==> src/rtl/parking_lot_ctrl.sv <==
// Parking-lot occupancy controller: decodes enter/exit passages from two gate
// sensors (outer a, inner b) and keeps a saturating car count in binary and BCD.
// Ports: clk/reset_n (async active-low); a,b sensors (1 = beam blocked);
//   cars/count1/count10 occupancy; full/empty flags; enter_pulse/exit_pulse/reject
//   one-cycle strobes. All outputs are registered.
// Optional macro PARK_SYNC_EN: routes a and b through 2-flop synchronizers
//   (adds 2 cycles of sensor latency); undefined samples a and b directly.
module parking_lot_ctrl #(
  parameter int CAPACITY = 25  // lot size, 1..31
) (
  input  logic       clk,
  input  logic       reset_n,
  input  logic       a,
  input  logic       b,
  output logic [4:0] cars,
  output logic [3:0] count1,
  output logic [3:0] count10,
  output logic       full,
  output logic       empty,
  output logic       enter_pulse,
  output logic       exit_pulse,
  output logic       reject
);

  localparam logic [4:0] CAP = 5'(CAPACITY);

  typedef enum logic [2:0] {IDLE, IN1, IN2, IN3, OUT1, OUT2, OUT3} state_e;

  logic [1:0] s;  // {a,b} as seen by the FSM

`ifdef PARK_SYNC_EN
  logic [1:0] sync1_q, sync2_q;
  always_ff @(posedge clk or negedge reset_n) begin
    if (!reset_n) begin
      sync1_q <= 2'b00;
      sync2_q <= 2'b00;
    end else begin
      sync1_q <= {a, b};
      sync2_q <= sync1_q;
    end
  end
  assign s = sync2_q;
`else
  assign s = {a, b};
`endif

  state_e state_q, state_d;
  logic   enter_evt, exit_evt;

  logic [4:0] cars_q, cars_d;
  logic [3:0] count1_q, count1_d, count10_q, count10_d;
  logic       full_q, full_d, empty_q, empty_d;
  logic       enter_q, enter_d, exit_q, exit_d, reject_q, reject_d;

  // Direction FSM: a passage must go a-only, both, b-only, clear (enter) or the
  // mirror order (exit). Any other clear ends the passage without an event.
  always_comb begin
    state_d   = state_q;
    enter_evt = 1'b0;
    exit_evt  = 1'b0;
    case (state_q)
      IDLE: begin
        if (s == 2'b10)      state_d = IN1;
        else if (s == 2'b01) state_d = OUT1;
      end
      IN1: begin
        if (s == 2'b11)      state_d = IN2;
        else if (s != 2'b10) state_d = IDLE;
      end
      IN2: begin
        case (s)
          2'b01:   state_d = IN3;
          2'b10:   state_d = IN1;
          2'b00:   state_d = IDLE;
          default: state_d = IN2;
        endcase
      end
      IN3: begin
        case (s)
          2'b11:   state_d = IN2;
          2'b00: begin
            state_d   = IDLE;
            enter_evt = 1'b1;
          end
          2'b10:   state_d = IDLE;
          default: state_d = IN3;
        endcase
      end
      OUT1: begin
        if (s == 2'b11)      state_d = OUT2;
        else if (s != 2'b01) state_d = IDLE;
      end
      OUT2: begin
        case (s)
          2'b10:   state_d = OUT3;
          2'b01:   state_d = OUT1;
          2'b00:   state_d = IDLE;
          default: state_d = OUT2;
        endcase
      end
      OUT3: begin
        case (s)
          2'b11:   state_d = OUT2;
          2'b00: begin
            state_d  = IDLE;
            exit_evt = 1'b1;
          end
          2'b01:   state_d = IDLE;
          default: state_d = OUT3;
        endcase
      end
      default: state_d = IDLE;
    endcase
  end

  // Count update. BCD digits track cars incrementally so no divider is needed.
  always_comb begin
    cars_d    = cars_q;
    count1_d  = count1_q;
    count10_d = count10_q;
    enter_d   = enter_evt;
    exit_d    = exit_evt;
    reject_d  = 1'b0;
    if (enter_evt) begin
      if (cars_q < CAP) begin
        cars_d = cars_q + 5'd1;
        if (count1_q == 4'd9) begin
          count1_d  = 4'd0;
          count10_d = count10_q + 4'd1;
        end else begin
          count1_d = count1_q + 4'd1;
        end
      end else begin
        reject_d = 1'b1;
      end
    end else if (exit_evt) begin
      if (cars_q != 5'd0) begin
        cars_d = cars_q - 5'd1;
        if (count1_q == 4'd0) begin
          count1_d  = 4'd9;
          count10_d = count10_q - 4'd1;
        end else begin
          count1_d = count1_q - 4'd1;
        end
      end else begin
        reject_d = 1'b1;
      end
    end
    full_d  = (cars_d == CAP);
    empty_d = (cars_d == 5'd0);
  end

  always_ff @(posedge clk or negedge reset_n) begin
    if (!reset_n) begin
      state_q   <= IDLE;
      cars_q    <= 5'd0;
      count1_q  <= 4'd0;
      count10_q <= 4'd0;
      full_q    <= 1'b0;
      empty_q   <= 1'b1;
      enter_q   <= 1'b0;
      exit_q    <= 1'b0;
      reject_q  <= 1'b0;
    end else begin
      state_q   <= state_d;
      cars_q    <= cars_d;
      count1_q  <= count1_d;
      count10_q <= count10_d;
      full_q    <= full_d;
      empty_q   <= empty_d;
      enter_q   <= enter_d;
      exit_q    <= exit_d;
      reject_q  <= reject_d;
    end
  end

  assign cars        = cars_q;
  assign count1      = count1_q;
  assign count10     = count10_q;
  assign full        = full_q;
  assign empty       = empty_q;
  assign enter_pulse = enter_q;
  assign exit_pulse  = exit_q;
  assign reject      = reject_q;

endmodule

==> config.mk <==
export PLATFORM = sky130hd
export DESIGN_NAME = parking_lot_ctrl
export DESIGN_NICKNAME = d
export VERILOG_FILES = /design/src/rtl/parking_lot_ctrl.sv
export SDC_FILE = /design/constraint.sdc
export NUM_CORES = 1
export LEC_CHECK = 0
export CAP_MARGIN = 0
export CORE_MARGIN = 10
export CORE_UTILIZATION = 30
export CTS_BUF_LIST = sky130_fd_sc_hd__clkbuf_8
export DETAILED_ROUTE_END_ITERATION = 10
export MAX_ROUTING_LAYER = met4
export PLACE_DENSITY = 0.48
export SYNTH_ARGS = -nofsm -noshare
export SYNTH_HDL_FRONTEND = slang
export SYNTH_SLANG_ARGS = --single-unit
==> constraint.sdc <==
create_clock -name clk -period 3.95 [get_ports clk]
set_clock_uncertainty 0.15 [all_clocks]
set_input_delay 0.79 -clock clk [delete_from_list [all_inputs] [get_ports clk]]
set_output_delay 0.79 -clock clk [all_outputs]
set_load 0.01 [all_outputs]
## Word level (Yosys, flattened, before mapping)

Index checks and enable logic that the tools add are counted.

| operators by class | value |
|---|---|
| add/subtract/negate cells | 6 |
| multiplexer cells | 34 |
| reduce and logical (&&, ||, !) cells | 13 |
| equality and inequality tests | 18 |
| order comparisons | 1 |

Operators with widths:

| kind | count |
|---|---|
| $mux W4 | 12 |
| $pmux W3 S7 | 1 |
| $mux W5 | 4 |
| $mux W3 | 6 |
| $eq A3 B3 Y1 const B | 3 |
| $ne A3 B3 Y1 const B | 3 |
| $pmux W3 S3 | 1 |
| $add A4 B1 Y4 const B | 2 |
| $sub A4 B1 Y4 const B | 2 |
| $mux W1 | 7 |
| $eq A3 B2 Y1 const B | 2 |
| $ne A2 B1 Y1 const B | 3 |
| $pmux W2 S3 | 1 |
| $pmux W3 S2 | 1 |
| $reduce_and A3 Y1 | 2 |
| $reduce_bool A2 Y1 | 3 |
| $add A5 B1 Y5 const B | 1 |
| $eq A5 B5 Y1 const B | 1 |
| $logic_not A5 Y1 | 1 |
| $lt A5 B5 Y1 const B | 1 |
| $reduce_and A5 Y1 | 1 |
| $reduce_bool A5 Y1 | 1 |
| $sub A5 B1 Y5 const B | 1 |
| $eq A2 B2 Y1 const B | 2 |
| 9 further kinds | 10 |

| storage, ports and cells | value |
|---|---|
| output and inout port bits | 18 |
| register bits after elaboration | 21 |
| word-level logic and storage cells | 81 |

## Longest topological paths before layout

| depth | value |
|---|---|
| depth in word-level cells | 6 |
| mapped depth | 9 |
| depth with buffers taken out | 9 |

## Least setup slack after synthesis

No wires, ideal clock.

| timing path | value |
|---|---|
| path type | input to register |
| from | input port a |
| to | register count10_q[1] (netlist: count10[1]) |
| library setup time | 125 ps |
| data required time | 3675 ps |
| buffers on the path | 0 |
| path slack | 1283 ps |
| arrival | 2392 ps |
| stages | 7 |
| path through | inv_1 ha_1 nand4b_2 inv_2 or3_1 a2111o_1 mux2_4 |

| on the way | value |
|---|---|
| longest elaborated chain between the ends | 5 |

Ends and longest elaborated chain:

| what | line | RTL |
|---|---|---|
| start: declaration | 13 | `input logic a,` |
| $logic_not A2 Y1 * | 79, 102 |  |
| $mux W1 * | 79, 102 |  |
| $mux W1 | 61 | `case (state_q)` |
| $ne A2 B1 Y1 (no source line) or $reduce_bool A2 Y1 (tied branches) | n/a |  |
| $reduce_and A5 Y1 (no source line) | n/a |  |
| end signal: assignment | 168 | `count10_q <= count10_d;` |
| end: declaration | 51 | `logic [3:0] count1_q, count1_d, count10_q, count10_d;` |

Mark *: on every way between the ends. The rest lies on a longest branch, timed or not.
A chain may end at the register's enable or synchronous reset.

## Worst setup path in the final report

Same ends and word-level chain as after synthesis.

==> reports/results.txt <==
The flow ran to the end, and the final reports show no timing, DRC or antenna violations. The number of global-route vias before repair came out at 1140. Derived from the worst setup path, the maximum achievable clock frequency is 308 MHz. The repair_antennas step left the layout with diodes totalling 0.

For the headroom to the max-slew limit, the log shows 35.5%. The count of final hold-check violations is 0. The number of antenna violations at the first check in global routing is 0. The slew at the pin closest to its max-slew limit came out at 965 ps. Synthesis produced 147 cells.

Shortest clock period the worst path allows after layout: 3240 ps. The critical path contains buffers and inverters numbering 3 combined. The total non-filler cell area in the finished layout was 1710 µm²; the total of flip-flops plus latches after synthesis was 21. The average wire per cell in the routed design was 15.2 µm. The worst-case IR drop observed on VDD is 0.000169 V.

The logs give 30.6% for the initial cell density of the core and 0.755 nW for the leakage component of the power. For this run, the post-layout net count is 181. Most common flop cell mapped by yosys: dfrtp_1.

The kind of cell with the highest combined delay along the critical path is buffers and inverters. The net count of the mapped netlist is 163. Portion of the clock cycle consumed by the worst path in the final layout: 82.1%. After clock tree synthesis, the repair step resized 0 gates.

In the final layout, the share of cells above drive strength 1 is 7.93%. The total clock sinks was 21. The logs give 218 for the count of placed standard cells in the final layout, fillers left out and 319 ps for the post-route worst hold slack.

The floorplan has 25 rows. The setup TNS after final layout was 0 ps. The slowest stage of the critical path is the clkdlybuf4s50_1 cell. The clock slew seen by the registers of the worst setup and hold paths is 90 ps.

The first-pass GRT wire length is 5.56 mm, and the number of buffers inserted by post-CTS setup repair is 0. The tools report the number of distinct library cell variants in the gate-level netlist after synthesis as 54. In this run, synthesis inferred 0 flip-flops with an integrated enable.

The initial detailed-routing violation count was 89. The run gives 0 as the count of pins over their slew limit. The path type of the worst min-delay path is reg2reg. In the routed layout, each cell is associated on average with a via count of 5.36. Counting the buffers created by CTS gives 3. The remaining global-route overflow is 0, and the final count of negative-setup-slack endpoints is 0. Detailed routing inserted a total of 1169 vias. The fill cell total of the finished layout came out at 481.

Setup repair after global routing left no endpoint under its margin. The setup path with the least slack is of type in2reg. In this run the worst path has a maximum fanout of 18. For the clock latency on the worst-skew pair, the log shows 260 ps.

Summing the sequential cell areas from Yosys gives 37.0% of the chip area. Overall power consumption after layout is estimated at 991 µW. The tools report the pin count of the biggest net entering global routing as 22.

For this block, the routed nets add up to 3.32 mm of wire. Once detailed placement completed, the half-perimeter wirelength came to 2.44 mm. The synthesized netlist occupies a cell area of 1420 µm². A synthesized cell averages 9.69 µm². For this design the top-level I/O count stands at 22.

The worst stage delay on the critical path came out at 560 ps. After detailed placement, the design holds a cell count of 214. The iteration count of the initial detailed-routing pass is 4. The cell area reported after detailed placement is 1660 µm², and the deepest level of the CTS H-tree is 1. The number of max-capacitance violations reported was 0. TritonCTS built the clock tree.

STA classifies the critical path endpoint as a flop. The Yosys step of the flow raised 0 warnings. Maximum buffer depth of the clock tree: 2. Power spread over the standard cell area amounts to 580 nW/µm².

Y dimension of the die: 88.9 µm. The tools report the area of the core as 4660 µm². The congestion estimate from routability-driven global placement came to 0.825. The total global routing track utilization is 8.87%. Walking the worst path, the cells encountered are clkdlybuf4s50_1 > inv_1 > ha_1 > nand4b_2 > inv_2 > or3_1 > a2111o_1 > mux2_4.

The clock tree root buffer cell was clkbuf_8. The number of port buffers came out at 21. For the count of hold-fix buffers inserted at cts, the log shows 0. The width of the die is 88.9 µm, and the share of synthesized registers carrying an async set or reset is 100%. For the residual antenna-violating net count after detailed routing, the log shows 0. STA classifies the critical path startpoint as an input port. The area added between synthesis and finish works out to 20.1%. The tools report the number of remaining DRC errors as 0.

The worst register-to-register path has a setup slack of 1420 ps. Data on the critical path is required at its endpoint by 3960 ps. STA puts the critical path data arrival time at 3250 ps.

Die area: 7900 µm².
## synth_stat cells (all sizes together) (3+ instances only)
master	number	area share [%]
ha	11	9.7
o211ai	3	1.6
nand2	9	2.4
buf	5	2.0
clkbuf	3	0.79
a21oi	6	2.1
dfrtp	20	35
nand3	4	1.4
xnor2	7	4.3
o21ai	9	3.2
inv	10	2.6
a31oi	3	1.3
nor2	10	2.6
nor3	3	1.1
## per-stage QoR
| step | setup WS (ps) | util, % |
|---|---|---|
| global route | 578 | 36.7 |
| finish | 706 | 36.7 |
| global placement | 482 | 35.7 |
| CTS | 699 | 36.7 |
| floorplan | 1280 | - |
| detailed placement | 415 | 35.7 |
## cells in the final DEF, fill, tap and decap left out, types with 4 or more instances in the layout
cell	instances
inv_1	9
dfrtp_1	20
o21ai_0	9
nand3_1	4
nand2_1	9
clkdlybuf4s50_1	21
xnor2_1	7
ha_1	11
a21oi_1	6
nor2_1	10
## registers in the layout, indices dropped and copies added, names as in the netlist
signal	cells
state_q	3
count10	4
reject	1
empty	1
cars	5
exit_pulse	1
count1	4
enter_pulse	1
full	1
## final timing paths
| check | from | end | depth (start not counted) |
|---|---|---|---|
| max | a | count10[1] | 8 |
| min | count10[3] | count10[3] | 1 |
| max reg2reg | state_q[1] | count10[1] | 5 |
| min reg2reg | count10[3] | count10[3] | 1 |
| max in group asynchronous | reset_n | cars[3] | 1 |
| min in group asynchronous | reset_n | count1[0] | 1 |
## cells by family after synthesis
family	count (synthesis)	synth area share, %
XOR/XNOR	9	5.54
adder cells (fa/ha/maj)	12	11.1
flip-flops	21	37.0
AND/OR/NAND/NOR	40	16.4
buffers and inverters	18	5.45
multiplexers	3	2.46
AO/OA/AOI/OAI	44	22.1
## routing by layer
metal | wire length (µm) | track usage (%) | vias to the layer above
li1 | - | - | 569
met1 | 1510 | 10.7 | 572
met2 | 1600 | 14.5 | 26
met3 | 164 | 1.64 | 2
met4 | 41 | 3.08 | 0
met5 | 0 | - | -
## area by class of cell
type / instances / area [µm²] / area share (%)
clock inverter: 1 / 7.51 / 0.439
tap: 54 / 67.6 / 3.95
timing repair buffer: 21 / 210 / 12.3
clock buffer: 3 / 41.3 / 2.41
multi-input combinational: 108 / 820 / 47.9
inverter: 10 / 37.5 / 2.19
sequential: 21 / 527 / 30.8
## power breakdown
group | internal (mW) | switching (mW) | total (mW)
Clock | 0.0712 | 0.0750 | 0.146
Combinational | 0.250 | 0.203 | 0.453
Sequential | 0.274 | 0.119 | 0.392
Total | 0.595 | 0.396 | 0.991
(Power assumes the default switching activity.)
==> variant 1: new RTL, same settings <==
Re-encode `state_e` (7 states) as one-hot, 7 bits wide.
--- a/src/rtl/parking_lot_ctrl.sv
+++ b/src/rtl/parking_lot_ctrl.sv
@@ -25,5 +25,5 @@
   localparam logic [4:0] CAP = 5'(CAPACITY);
 
-  typedef enum logic [2:0] {IDLE, IN1, IN2, IN3, OUT1, OUT2, OUT3} state_e;
+  typedef enum logic [6:0] {IDLE = 7'b0000001, IN1 = 7'b0000010, IN2 = 7'b0000100, IN3 = 7'b0001000, OUT1 = 7'b0010000, OUT2 = 7'b0100000, OUT3 = 7'b1000000} state_e;
 
   logic [1:0] s;  // {a,b} as seen by the FSM
Function: same outputs for any inputs over 10 cycles, from zero or initial values and one cycle with reset_n low; not proved beyond that.
==> variant 1 against the unedited design <==
  * Synthesized cell count rose by 34%
  * Cell area rose by 30%
  * Wire length rose by 35%
  * Power fell by 38%
  * Sequential cell count rose by 4
  * Clock power rose by 12%
  * Critical path depth rose by 2
  * Core utilization fell by 1.2 points
  * Largest power group is now registers
  * Critical endpoint is now count10[3]
  * Critical path type unchanged
  * Setup slack got worse by 74 ps
  * Die area rose by 27%
  * Synthesized area rose by 35%
==> variant 1: results (changes against the unedited design) <==
{| class="wikitable"
! Metric !! Value
|-
| Fraction of synthesis flops using an asynchronous set or reset pin || 100% (unchanged)
|-
| Largest incremental delay on the critical path || 490 ps (-70 ps)
|-
| Antenna Diode Count || 0 (unchanged)
|-
| Largest net degree at the start of global routing || 26 (+18%)
|-
| Cell types with the highest counts after synthesis || 23 x sky130_fd_sc_hd__dfrtp_1, 12 x sky130_fd_sc_hd__ha_1, 12 x sky130_fd_sc_hd__nor2_1
|-
| Setup Slack @ Placement || 296 ps (-119 ps)
|-
| Number of levels the H-tree was split into || 1 (unchanged)
|-
| Fraction of layout cells with a size suffix above 1 || 14.6% (+6.6 points)
|-
| Number of flip-flops in the largest register || 7 (+2)
|-
| Number of search-and-repair iterations in the first detailed-routing pass || 4 (unchanged)
|-
| CP Data Arrival Time || 3380 ps (+130 ps)
|-
| Top fanout value on the critical path || 10 (-8)
|-
| Post-layout nets || 230 (+27%)
|-
| Ys flop type || sky130_fd_sc_hd__dfrtp_1
|-
| # resized after CTS || 0 (unchanged)
|-
| Power dissipated by switching net loads || 0.211 mW (-47%)
|-
| Slowest stage cell, crit path || sky130_fd_sc_hd__clkdlybuf4s50_1
|-
| Status || finished clean
|-
| Syn_area_per_cell || 9.76 sq um (+0.72%)
|-
| Global placer's final weighted congestion || 0.785 (-4.8%)
|-
| Register name with the most flops || state_q
|-
| Total nets after synthesis || 213 (+31%)
|-
| Root buffer cell || sky130_fd_sc_hd__clkbuf_8
|-
| Synthesis Warnings || 0 (unchanged)
|-
| Top cells by area, synth || sky130_fd_sc_hd__dfrtp_1 30%, sky130_fd_sc_hd__ha_1 7.8%, sky130_fd_sc_hd__xnor2_1 3.2%, sky130_fd_sc_hd__dfstp_2 2.7%, sky130_fd_sc_hd__xor2_1 2.7%
|-
| Routed wire length per instance || 15.5 um (+1.7%)
|-
| Lkg Pwr || 0.875 nW (+16%)
|-
| Worst ir drop on vdd || 0.000117 V (-31%)
|-
| Antenna violations before repair || 0 (unchanged)
|-
| Proportion of synthesized chip area in sequential cells || 32.7% (-4.3 points)
|-
| Wire length of the first global-routing pass || 7.87 mm (+42%)
|-
| Dpl hpwl || 3.24 mm (+33%)
|-
| Number of post-CTS setup repair buffers || 0 (unchanged)
|-
| Clock Latency Late Sink || 280 ps (+20 ps)
|-
| Total of buffers placed on input and output ports || 21 (unchanged)
|-
| Clock buffers created by TritonCTS || 3 (unchanged)
|-
| Total via count after detailed routing || 1540 (+32%)
|-
| Drt initial violations || 75 (-16%)
|-
| Hold/Removal Path Class || reg2reg
|-
| Buffer depth of the longest clock path || 2 (unchanged)
|-
| Clk pin slew, worst setup/hold paths || roughly 100 ps
|-
| Remaining max-slew budget at the tightest pin || 46.2% (+11 points)
|-
| Total track usage || 9.51% (+0.63 points)
|-
| Cell variety after synth || 69 (+28%)
|}
==> variant 1: final cells by class <==
type / instances / area [sq um]
timing repair buffer: 25 / 240
inverter: 11 / 41.3
multi-input combinational: 148 / 1170
clock inverter: 1 / 7.51
fill: 658 / 4050
tap: 77 / 96.3
sequential: 25 / 628
clock buffer: 3 / 41.3
==> variant 1: metal layers <==
layer / vias to the layer above / track usage (%) / routed length (um)
li1: 772 / - / -
met1: 733 / 13.6 / 2320
met2: 31 / 13.1 / 1940
met3: 4 / 1.92 / 169
met4: 0 / 2.72 / 52
met5: - / - / 0
==> variant 1: worst max-delay path, delay by kind of cell <==
family	cells	cell delay (ps)
XOR/XNOR	1	170
AO/OA/AOI/OAI	2	480
AND/OR/NAND/NOR	3	620
adder cells (fa/ha/maj)	2	670
buffers and inverters	2	660
==> variant 1: final timing paths <==
check                           start         end  slack (ps)  cells past startpoint
setup / recovery                    a  count10[3]         630                     10
hold reg to reg            count10[3]  count10[3]         330                      1
hold / removal             count10[3]  count10[3]         330                      1
min in group asynchronous     reset_n  state_q[5]         730                      2
max in group asynchronous     reset_n       empty        2620                      2
setup reg to reg              cars[0]  count10[1]        1050                      7
==> variant 1: kinds of logic (layout without fill, tap and decap cells) <==
kind of cell	Yosys count	count (layout)	synth area share [%]
AO/OA/AOI/OAI	51	51	20.4
XOR/XNOR	14	14	7.36
adder cells (fa/ha/maj)	12	12	7.81
buffers and inverters	24	40	6.31
flip-flops	25	25	32.7
multiplexers	2	2	1.17
AND/OR/NAND/NOR	69	69	24.3
==> variant 1: stage by stage <==
step,area (sq um),util (%),std cells,total power [mW]
floorplan,1920,-,197,0.398
global placement,2180,34.7,286,0.453
detailed placement,2180,34.7,286,0.450
CTS,2230,35.5,290,0.621
global route,2230,35.5,290,0.652
finish,2230,35.5,290,0.612
==> variant 1: power groups by stage <==
stage	Clock, mW	Combinational (mW)	Sequential, mW
after detailed placement	0	0.143	0.307
after global routing	0.182	0.161	0.308
after CTS	0.176	0.143	0.302
final	0.164	0.144	0.303
after global placement	0	0.144	0.308
after floorplan	0	0.110	0.288
==> variant 2: new RTL, same settings <==
Made on the original files. Add a define of `PARK_SYNC_EN`.
--- a/src/rtl/parking_lot_ctrl.sv
+++ b/src/rtl/parking_lot_ctrl.sv
@@ -6,4 +6,6 @@
 // Optional macro PARK_SYNC_EN: routes a and b through 2-flop synchronizers
 //   (adds 2 cycles of sensor latency); undefined samples a and b directly.
+`define PARK_SYNC_EN
+
 module parking_lot_ctrl #(
   parameter int CAPACITY = 25  // lot size, 1..31
Check against the original RTL: not equivalent (Yosys sat finds a counterexample within 10 cycles, from zero or initial values and one cycle with reset_n low).
==> variant 2 against the unedited design <==
  * Setup slack gained 360 ps
  * Wire length grew 3.3%
  * Power shrank 19%
  * Synthesized area grew 8.2%
  * Count of clock-buffer cells in the layout is the same
  * Cell area grew 7.0%
  * Largest cell class unchanged
  * Die area grew 6.3%
  * Core utilization shrank 0.40 points
  * Critical endpoint unchanged
  * Sequential cell count grew 4
==> variant 2: results (changes against the unedited design) <==
{| class="wikitable"
! Metric !! Value
|-
| Status || finished clean
|-
| Drt initial violations || 164 (+84%)
|-
| Total nets after synthesis || 171 (+4.9%)
|-
| Largest net degree at the start of global routing || 26 (+18%)
|-
| Wire length of the first global-routing pass || 5.80 mm (+4.2%)
|-
| Global placer's final weighted congestion || 0.804 (-2.6%)
|-
| Post-synthesis compound-gate area fraction || 21.4% (-0.61 points)
|-
| Met1 Track Usage GR || 10.4% (-0.28 points)
|-
| Proportion of synthesized chip area in sequential cells || 40.7% (+3.7 points)
|-
| Dpl hpwl || 2.39 mm (-2.0%)
|-
| Worst ir drop on vdd || 0.000156 V (-7.6%)
|-
| Data buffer area share || 11.9% (-0.40 points)
|-
| Area growth from synthesis to layout || 18.8%
|-
| Cell types with the highest counts after synthesis || 24 x sky130_fd_sc_hd__dfrtp_1, 17 x sky130_fd_sc_hd__o21ai_0, 10 x sky130_fd_sc_hd__ha_1, 10 x sky130_fd_sc_hd__nand2_1
|-
| Worst Max-Slew Pin Slew || 667 ps (-297 ps)
|-
| Worst hold path cell count || 0 (-1)
|-
| Routed length on met3 || 110 um (-33%)
|-
| Routed length on met1 || 1.64 mm (+9.0%)
|-
| GR Util met2 || 13.2% (-1.3 points)
|-
| Setup Slack @ Placement || 1090 ps (+673 ps)
|-
| Register Area || 627 sq um (+19%)
|-
| Total track usage || 8.44% (-0.44 points)
|-
| Lkg Pwr || 0.779 nW (+3.3%)
|-
| Post-Layout Cell Count || 239 (+9.6%)
|-
| Fraction of met3 tracks used by global routing || 1.39% (-0.26 points)
|-
| Amount of wire on met2 after detailed routing || 1.61 mm (+0.62%)
|-
| Count of flip-flops and latches || 25 (+19%)
|-
| Placeable core region || 5040 sq um (+8.2%)
|-
| Worst Reg-to-Reg Cells || 7 (+2)
|-
| Total via count after detailed routing || 1205 (+3.1%)
|-
| Fillers || 509 (+5.8%)
|-
| Top fanout value on the critical path || 14 (-4)
|-
| Top cells by area, synth || sky130_fd_sc_hd__dfrtp_1 39%, sky130_fd_sc_hd__ha_1 8.1%, sky130_fd_sc_hd__o21ai_0 5.5%, sky130_fd_sc_hd__xnor2_1 3.4%, sky130_fd_sc_hd__nand2_1 2.4%
|}
[variant 2: cell count changes in the layout (fill, tap and decap cells not counted), moves of 3 or more]
cell	before	now
sky130_fd_sc_hd__dfrtp_1	20	24
sky130_fd_sc_hd__o21ai_0	9	17
sky130_fd_sc_hd__a21oi_1	6	3
sky130_fd_sc_hd__o211ai_1	3	0
[variant 2: final timing paths]
kind | start | to | slack, ps
setup / recovery | s[0] | count10[1] | 1070
hold / removal | sync1_q[1] | s[1] | 210
min in group asynchronous | reset_n | count1[3] | 730
setup reg to reg | s[0] | count10[1] | 1070
hold reg to reg | sync1_q[1] | s[1] | 210
max in group asynchronous | reset_n | empty | 2640
[variant 2: power by group]
group	switching (mW)	total (mW)	leakage, nW	internal [mW]
Sequential	0.0932	0.387	0.332	0.293
Clock	0.0828	0.153	0.0255	0.0707
Combinational	0.120	0.261	0.422	0.141
Total	0.296	0.801	0.779	0.505
